[src/rtl/spi_range_router.sv]
// SPI flash read router: snoops the selected host SPI bus, decodes the opcode and
// address, and resolves the address against programmable windows to a flash target.
module spi_range_router #(
  parameter int NUM_RANGES  = 4,
  parameter int NUM_FLASH   = 2,
  parameter int ADDR_W      = 32,
  parameter int SYNC_STAGES = 2,
  localparam int SEL_W      = (NUM_FLASH > 2) ? $clog2(NUM_FLASH) : 1
) (
  input  logic                        clk,
  input  logic                        rst,
  input  logic                        h_clk,
  input  logic                        h_cs_n,
  input  logic                        h_mosi,
  input  logic [NUM_RANGES*ADDR_W-1:0] range_start,
  input  logic [NUM_RANGES*ADDR_W-1:0] range_end,
  input  logic [NUM_RANGES-1:0]       range_enable,
  input  logic [NUM_RANGES*SEL_W-1:0] range_target,
  input  logic [SEL_W-1:0]            default_target,
  output logic [SEL_W-1:0]            flash_select,
  output logic                        select_valid,
  output logic                        decode_done,
  output logic [NUM_RANGES-1:0]       range_hit,
  output logic                        addr4_mode,
  output logic [7:0]                  cmd_opcode,
  output logic [ADDR_W-1:0]           cmd_address,
  output logic [2:0]                  state
);

  if (!((ADDR_W == 24) || (ADDR_W == 32)) || (NUM_RANGES < 1) || (NUM_RANGES > 8) ||
      (NUM_FLASH < 2) || (NUM_FLASH > 8) || (SYNC_STAGES < 2)) begin : g_bad_params
    $error("spi_range_router: illegal parameter combination");
  end

  typedef enum logic [2:0] {
    ST_IDLE   = 3'd0,
    ST_OPCODE = 3'd1,
    ST_ADDR   = 3'd2,
    ST_ROUTE  = 3'd3,
    ST_HOLD   = 3'd4
  } state_t;

  state_t cur_state;
  state_t next_state;

  assign state = cur_state;

  // ---------------------------------------------------------------------------
  // Host input synchronizers and edge detection
  // ---------------------------------------------------------------------------
  logic [SYNC_STAGES-1:0] sclk_sync;
  logic [SYNC_STAGES-1:0] cs_sync;
  logic [SYNC_STAGES-1:0] mosi_sync;
  logic                   sclk_prev;
  logic                   cs_prev;
  logic                   sclk_s;
  logic                   cs_s;
  logic                   mosi_s;
  logic                   sclk_rise;
  logic                   cs_fall;
  logic                   cs_rise;

  // NOTE: sequential state is written with non-blocking assignments only, so every
  // flop samples the pre-edge value of the others regardless of statement order.
  always_ff @(posedge clk or posedge rst) begin
    if (rst) begin
      sclk_sync <= '0;
      cs_sync   <= '1;   // CS idles high, so leaving reset never fakes a CS fall
      mosi_sync <= '0;
      sclk_prev <= 1'b0;
      cs_prev   <= 1'b1;
    end else begin
      sclk_sync <= {sclk_sync[SYNC_STAGES-2:0], h_clk};
      cs_sync   <= {cs_sync[SYNC_STAGES-2:0], h_cs_n};
      mosi_sync <= {mosi_sync[SYNC_STAGES-2:0], h_mosi};
      sclk_prev <= sclk_sync[SYNC_STAGES-1];
      cs_prev   <= cs_sync[SYNC_STAGES-1];
    end
  end

  assign sclk_s    = sclk_sync[SYNC_STAGES-1];
  assign cs_s      = cs_sync[SYNC_STAGES-1];
  assign mosi_s    = mosi_sync[SYNC_STAGES-1];
  assign sclk_rise = sclk_s & ~sclk_prev;
  assign cs_fall   = ~cs_s & cs_prev;
  assign cs_rise   = cs_s & ~cs_prev;

  // ---------------------------------------------------------------------------
  // Shift register, opcode classification and address assembly
  // ---------------------------------------------------------------------------
  logic [30:0] shift_reg;
  logic [4:0]  bit_cnt;
  logic        addr_is_32;
  logic        mode_set_pend;
  logic        mode_clr_pend;
  logic [7:0]  opcode_now;
  logic        is_read3;
  logic        is_read4;
  logic        addr_last;
  logic [31:0] addr_shifted;
  logic [31:0] addr_captured;

  assign opcode_now   = {shift_reg[6:0], mosi_s};
  assign addr_shifted = {shift_reg, mosi_s};
  // A 3-byte address shares the shifter with the opcode bits above it; mask them off.
  assign addr_captured = addr_is_32 ? addr_shifted : {8'h00, addr_shifted[23:0]};
  assign addr_last     = (bit_cnt == (addr_is_32 ? 5'd31 : 5'd23));

  // NOTE: every signal assigned in an always_comb gets a default first, otherwise
  // an unlisted case path would infer a latch.
  always_comb begin
    is_read3 = 1'b0;
    is_read4 = 1'b0;
    case (opcode_now)
      8'h03, 8'h0B, 8'h3B, 8'h6B, 8'hBB, 8'hEB: is_read3 = 1'b1;
      8'h13, 8'h0C, 8'h3C, 8'h6C, 8'hBC, 8'hEC: is_read4 = 1'b1;
      default: ;
    endcase
  end

  // ---------------------------------------------------------------------------
  // Window comparison: lowest enabled matching index wins
  // ---------------------------------------------------------------------------
  logic                  route_found;
  logic [NUM_RANGES-1:0] route_hit;
  logic [SEL_W-1:0]      route_target;

  always_comb begin
    route_found  = 1'b0;
    route_hit    = '0;
    route_target = flash_select;  // holds default_target sampled at CS fall
    for (int i = 0; i < NUM_RANGES; i++) begin
      if (!route_found && range_enable[i] &&
          (range_start[i*ADDR_W +: ADDR_W] <= cmd_address) &&
          (cmd_address <= range_end[i*ADDR_W +: ADDR_W])) begin
        route_found  = 1'b1;
        route_hit[i] = 1'b1;
        route_target = range_target[i*SEL_W +: SEL_W];
      end
    end
  end

  // ---------------------------------------------------------------------------
  // FSM
  // ---------------------------------------------------------------------------
  always_ff @(posedge clk or posedge rst) begin
    if (rst) cur_state <= ST_IDLE;
    else     cur_state <= next_state;
  end

  always_comb begin
    next_state = cur_state;
    case (cur_state)
      ST_IDLE: begin
        if (cs_fall) next_state = ST_OPCODE;
      end
      ST_OPCODE: begin
        if (cs_rise)
          next_state = ST_IDLE;
        else if (sclk_rise && (bit_cnt == 5'd7))
          next_state = (is_read3 || is_read4) ? ST_ADDR : ST_HOLD;
      end
      ST_ADDR: begin
        if (cs_rise)                     next_state = ST_IDLE;
        else if (sclk_rise && addr_last) next_state = ST_ROUTE;
      end
      ST_ROUTE: begin
        next_state = cs_rise ? ST_IDLE : ST_HOLD;
      end
      ST_HOLD: begin
        if (cs_rise) next_state = ST_IDLE;
      end
      default: next_state = ST_IDLE;
    endcase
  end

  // ---------------------------------------------------------------------------
  // Datapath and output registers
  // ---------------------------------------------------------------------------
  always_ff @(posedge clk or posedge rst) begin
    if (rst) begin
      shift_reg     <= '0;
      bit_cnt       <= '0;
      addr_is_32    <= 1'b0;
      mode_set_pend <= 1'b0;
      mode_clr_pend <= 1'b0;
      flash_select  <= '0;
      select_valid  <= 1'b0;
      decode_done   <= 1'b0;
      range_hit     <= '0;
      addr4_mode    <= 1'b0;
      cmd_opcode    <= '0;
      cmd_address   <= '0;
    end else begin
      decode_done <= 1'b0;
      case (cur_state)
        ST_IDLE: begin
          if (cs_fall) begin
            bit_cnt       <= '0;
            range_hit     <= '0;
            flash_select  <= default_target;
            select_valid  <= 1'b0;
            mode_set_pend <= 1'b0;
            mode_clr_pend <= 1'b0;
          end
        end
        ST_OPCODE: begin
          if (!cs_rise && sclk_rise) begin
            shift_reg <= {shift_reg[29:0], mosi_s};
            if (bit_cnt == 5'd7) begin
              cmd_opcode    <= opcode_now;
              bit_cnt       <= '0;
              addr_is_32    <= is_read4 | addr4_mode;
              select_valid  <= ~(is_read3 | is_read4);
              mode_set_pend <= (opcode_now == 8'hB7);
              mode_clr_pend <= (opcode_now == 8'hE9);
            end else begin
              bit_cnt <= bit_cnt + 5'd1;
            end
          end
        end
        ST_ADDR: begin
          if (!cs_rise && sclk_rise) begin
            shift_reg <= {shift_reg[29:0], mosi_s};
            bit_cnt   <= bit_cnt + 5'd1;
            if (addr_last) cmd_address <= addr_captured[ADDR_W-1:0];
          end
        end
        ST_ROUTE: begin
          flash_select <= route_target;
          range_hit    <= route_hit;
          select_valid <= 1'b1;
          decode_done  <= 1'b1;
        end
        ST_HOLD: begin
          // Mode opcodes only take effect once the host closes the transaction.
          if (cs_rise) begin
            if (mode_set_pend)      addr4_mode <= 1'b1;
            else if (mode_clr_pend) addr4_mode <= 1'b0;
          end
        end
        default: ;
      endcase
    end
  end

endmodule
[config.mk]
export PLATFORM = sky130hd
export DESIGN_NAME = spi_range_router
export DESIGN_NICKNAME = d
export VERILOG_FILES = /design/src/rtl/spi_range_router.sv
export SDC_FILE = /design/constraint.sdc
export NUM_CORES = 1
export LEC_CHECK = 0
export BUFFER_PORTS_ARGS = -buffer_cell sky130_fd_sc_hd__buf_2
export CAP_MARGIN = 25
export CORE_ASPECT_RATIO = 1.4
export CORE_MARGIN = 2
export CORE_UTILIZATION = 35
export DETAILED_ROUTE_END_ITERATION = 7
export HOLD_SLACK_MARGIN = 0.03
export PLACE_DENSITY = 0.63
export SLEW_MARGIN = 5
export SYNTH_ARGS = -nofsm -noshare
export SYNTH_HDL_FRONTEND = slang
export SYNTH_SLANG_ARGS = --single-unit
export TNS_END_PERCENT = 20
[constraint.sdc]
create_clock -name clk -period 2.43 [get_ports clk]
set_clock_uncertainty 0.1 [all_clocks]
set_input_delay 0 -clock clk [delete_from_list [all_inputs] [get_ports clk]]
set_output_delay 0 -clock clk [all_outputs]
set_load 0.1 [all_outputs]
* Word level (Yosys, flattened, before mapping)
Cells that the tools add are included.
** Cells by class
- $add $sub $neg :: 1
- Order comparisons :: 8
- Eq/ne operators :: 28
- Multiplexer cells :: 45
- Bitwise operators :: 9
- Reduce and logical (&&, ||, !) cells :: 38
** Operators by type and width (number)
- $le A32 B32 Y1 :: 8
- $eq A8 B8 Y1 const B :: 6
- $mux W32 :: 1
- $mux W3 :: 8
- $mux W1 :: 23
- $mux W5 :: 4
- $eq A8 B4 Y1 const B :: 2
- $eq A8 B6 Y1 const B :: 2
- $eq A8 B7 Y1 const B :: 2
- $reduce_and A4 Y1 :: 4
- $pmux W3 S5 :: 1
- $pmux W5 S3 :: 1
- $logic_and A1 B1 Y1 :: 14
- $reduce_and A3 Y1 :: 4
- $reduce_or A6 Y1 :: 2
- $ne A2 B2 Y1 const B :: 5
- $eq A8 B2 Y1 const B :: 1
- $eq A8 B5 Y1 const B :: 1
- $mux W4 :: 2
- $pmux W4 S2 :: 1
- $eq A3 B2 Y1 const B :: 2
- $ne A3 B3 Y1 const B :: 2
- $pmux W1 S2 :: 3
- $reduce_bool A2 Y1 :: 3
- other kinds (16) :: 27
** Storage, ports and cells
- Register bits :: 98
- Bits of input ports :: 270
- Output and inout port bits :: 51
- Logic and storage cells :: 147

* Depth between registers and ports, before layout
- Word-level depth :: 20
- Mapped depth :: 11
- Mapped depth without buffers :: 11

* Worst setup path after synthesis
Ideal clock, no wire load.
- Kind :: register to register
- From :: register cmd_address[7]
- To :: register flash_select
- Library setup time :: 128 ps
- Arrival time :: 3144 ps
- Required time :: 2202 ps
- Setup slack :: -942 ps
- Cell stages (with the launch flop) :: 12
- Path buffers :: 0
- Period minus slack after synthesis :: 3372 ps
- Path through :: dfrtp_1 > inv_1 > ha_1 > a21oi_2 > o21ai_1 > a22o_1 > or4_4 > a32oi_2 > nand3_2 > nand2b_1 > o311ai_1 > o21ai_1
** Between the ends
- Word-level cells in the longest chain between the ends :: 20
- Elaborated cells between the ends (all ways) :: 31
- Those cells by class :: 8 x order compare; 1 x eq/ne; 7 x mux; 15 x reduce/logical
** Ends and longest elaborated chain
- start: declaration :: RTL line 26 : output logic [ADDR_W-1:0] cmd_address,
- start signal: assignment :: RTL line 226 : if (addr_last) cmd_address <= addr_captured[ADDR_W-1:0];
- $le A32 B32 Y1 :: RTL line 134 : (range_start[i*ADDR_W +: ADDR_W] <= cmd_address) &&
- $logic_and A1 B1 Y1 :: RTL line 133 : if (!route_found && range_enable[i] &&
- $logic_and A1 B1 Y1 :: RTL line 134
- $mux W1 :: RTL line 133
- $logic_not A1 Y1 :: RTL line 133
- $logic_and A1 B1 Y1 (2 in a row) :: RTL line 133
- $logic_and A1 B1 Y1 :: RTL line 134
- $mux W1 :: RTL line 133
- $logic_not A1 Y1 :: RTL line 133
- $logic_and A1 B1 Y1 (2 in a row) :: RTL line 133
- $logic_and A1 B1 Y1 :: RTL line 134
- $mux W1 :: RTL line 133
- $logic_not A1 Y1 :: RTL line 133
- $logic_and A1 B1 Y1 (2 in a row) :: RTL line 133
- $logic_and A1 B1 Y1 :: RTL line 134
- $ne A5 B5 Y1 (no line) or $mux W1 (tied branches)
- $reduce_and A3 Y1 (no line) or $pmux W1 S2 (tied branches)
- end signal: assignment :: RTL line 201 : flash_select <= default_target;
- end signal: assignment :: RTL line 230 : flash_select <= route_target;
- end: declaration :: RTL line 20 : output logic [SEL_W-1:0] flash_select,
Several ways; a longest one is shown, not always the timed one.
A chain may end at the register's enable or synchronous reset.

* Worst setup path in the final report
- From :: register cmd_address[15]
- To :: register flash_select
The elaborated chain is that of the path after synthesis.

==> impl_metrics.ini <==
[timing]
max_slew.worst_pin.slew_ns = 0.715
setup_viol = 5
holdWs_ns = 0.113
slew_viol_final = 0
max_slew_margin = 0.523
rsz0062_at_grt = yes
layout_setup_ws_ns = -0.456
fmax_mhz = 346
period_share = 1.19
finalHoldViolCount = 0
layout_min_cycle_time_ns = 2.89

[clocking]
cts_num_sinks = 98
clockRootBuffer = clkbuf_16
cts_made_buffers = 9
worstSkewPairLatency_ns = 0.35
clock_path_buffers = 2
path_clk_slew_ns = 0.07
cts_tree = yes
cts_htree_levels = 3

[critical_path]
crit_path_start_kind = flip-flop
crit_required_ns = 2.57
critPathCaptureType = flip-flop
criticalPathCategory = flip-flop to flip-flop
path_max_fanout = 4
worstPathArrival_ns = 3.02
reg2reg_slack_ns = -0.46

[yosys]
ys_seq_area_frac = 0.240
synth.cell_area_mm2 = 0.0102
synth.top_cell.area_share = 0.315
ys_top_cells_by_area = ha_1 (31%), dfrtp_1 (23%), inv_1 (6.5%)
ys_ff_latch = 98
synthDistinctLibCells = 71
synth-edff-count = 0
ys.flop_type = dfrtp_1
yosysWarningCount = 0
syn_avg_cell_area_um2 = 8.84
post_synth_inst_count = 1156
async_flop_share = 1.00
yosys.area.top_type = ha_1
synth_nets = 1683

[route]
wire_per_inst_um = 18.1
vias = 10500
drcViolationCount = 0
drtPass1Iterations = 5
drt.antenna.violating_nets = 0
dr.first_iter.drc_count = 311
viasPerCell = 5.21
wl_um = 36300

[cells_and_area]
stdcell_area_mm2 = 0.0143
final_util = 0.495
finalNetCount = 2146
seq_area_mm2 = 0.00250
drive_gt1_frac = 0.405
final_common_cell = buf_2
synthToLayoutAreaGrowth_pct = 40.4
multi_input_area_mm2 = 0.00756
nFillCells = 2804
layout_common_cells = buf_2 (320), ha_1 (230), inv_1 (156), buf_4 (132), a21oi_1 (114)
largest_reg_flops = 32

[floorplan]
io_pins = 321
start_util = 0.353
core_mm2 = 0.0290
die_h_um = 206
die_w_um = 148
dieArea_mm2 = 0.0306
placementRows = 74

[pwr]
powerDensity_mw_per_mm2 = 352
leakagePower_nw = 7.60
ir_drop_v = 0.000555

[global_route]
grt_max_degree = 60
antenna_found_initial = 7
grt_pass1_wl_um = 54600
grt.total_usage = 0.230
grt_pass1_vias = 10900
grt-ovfl-total = 0

[placement]
port_buffers = 320
placed_cell_area_mm2 = 0.0135
place.gp.congestion = 0.904
dp_hpwl_um = 30700

[status]
violations = negative setup slack
status = finished, violations left

[min_path]
hp-class = input pin to flip-flop

[flow_run]
drv_cap = 0
critical path, stage by stage, from the launching register on:
cell and delay, ns:
dfrtp_2 0.44, buf_6 0.15, buf_6 0.11, ha_4 0.20, buf_4 0.13, a21oi_1 0.17, o21ai_0 0.14, o41a_1 0.49
o21ai_2 0.23, a22oi_2 0.10, a41oi_2 0.24, mux2i_1 0.20, o21ai_1 0.08
final timing paths:
path / start / to / cells past startpoint
setup / recovery: cmd_address[15] / flash_select / 12
hold / removal: range_target[2] / flash_select / 5
setup reg to reg: cmd_address[15] / flash_select / 12
hold reg to reg: mosi_sync[0] / mosi_sync[1] / 0
max in group asynchronous: rst / cs_prev / 4
min in group asynchronous: rst / cmd_address[23] / 3
metrics by stage:
stage | TNS [ns] | instances | setup slack (ns) | power, mW
after floorplan | -5.02 | 1156 | -0.432 | 2.91
after global placement | -1.87 | 1965 | -0.571 | 3.53
after detailed placement | -2.14 | 1965 | -0.612 | 3.56
after CTS | -1.21 | 1996 | -0.385 | 5.07
after global routing | -1.91 | 2008 | -0.540 | 5.34
final | -1.26 | 2009 | -0.456 | 5.06
routing by layer:
layer,vias up,wire [µm],global-route usage
li1,5146,-,-
met1,4925,14600,0.261
met2,307,18500,0.422
met3,88,1610,0.0320
met4,4,1570,0.112
met5,-,27,0
cell type report:
cell class / count / area share
antenna: 5 / 0.000872
clock buffer: 9 / 0.0157
clock inverter: 7 / 0.00523
inverter: 177 / 0.0471
multi-input combinational: 865 / 0.527
sequential: 98 / 0.174
tap: 380 / 0.0331
timing repair buffer: 468 / 0.197
cell usage after synthesis (15+ instances only):
library cell,instances
nor2_1,22
nor4_1,15
mux2_2,58
dfrtp_1,95
inv_1,177
o21ai_0,62
ha_1,257
nand2_1,91
a21oi_1,116
nand4_1,60
nor2b_1,25
nand3_1,22
cells by family after synthesis:
family                     Yosys count  share of synthesized area
and+or+nand+nor                    274                      0.140
muxes                               64                     0.0701
buffers and inverters              193                     0.0715
DFF                                 98                      0.240
AOI/OAI and AO/OA                  265                      0.160
adders and majority gates          257                      0.315
xor gates and xnor gates             5                    0.00428
repair_timing:
action,in CTS,in global routing
gates cloned,0,0
pin swaps,24,25
resized for setup,37,20
setup endpoints to repair,5,5
hold endpoints to repair,31,0
buffers inserted,8,8
hold buffers,7,0
power breakdown:
part | switching, mW | internal, mW | leakage, nW
clock | 0.660 | 0.808 | 0.151
combinational | 0.972 | 0.698 | 6.17
sequential | 0.192 | 1.73 | 1.28
total | 1.82 | 3.23 | 7.60
Power figures use the tool's default switching activity.
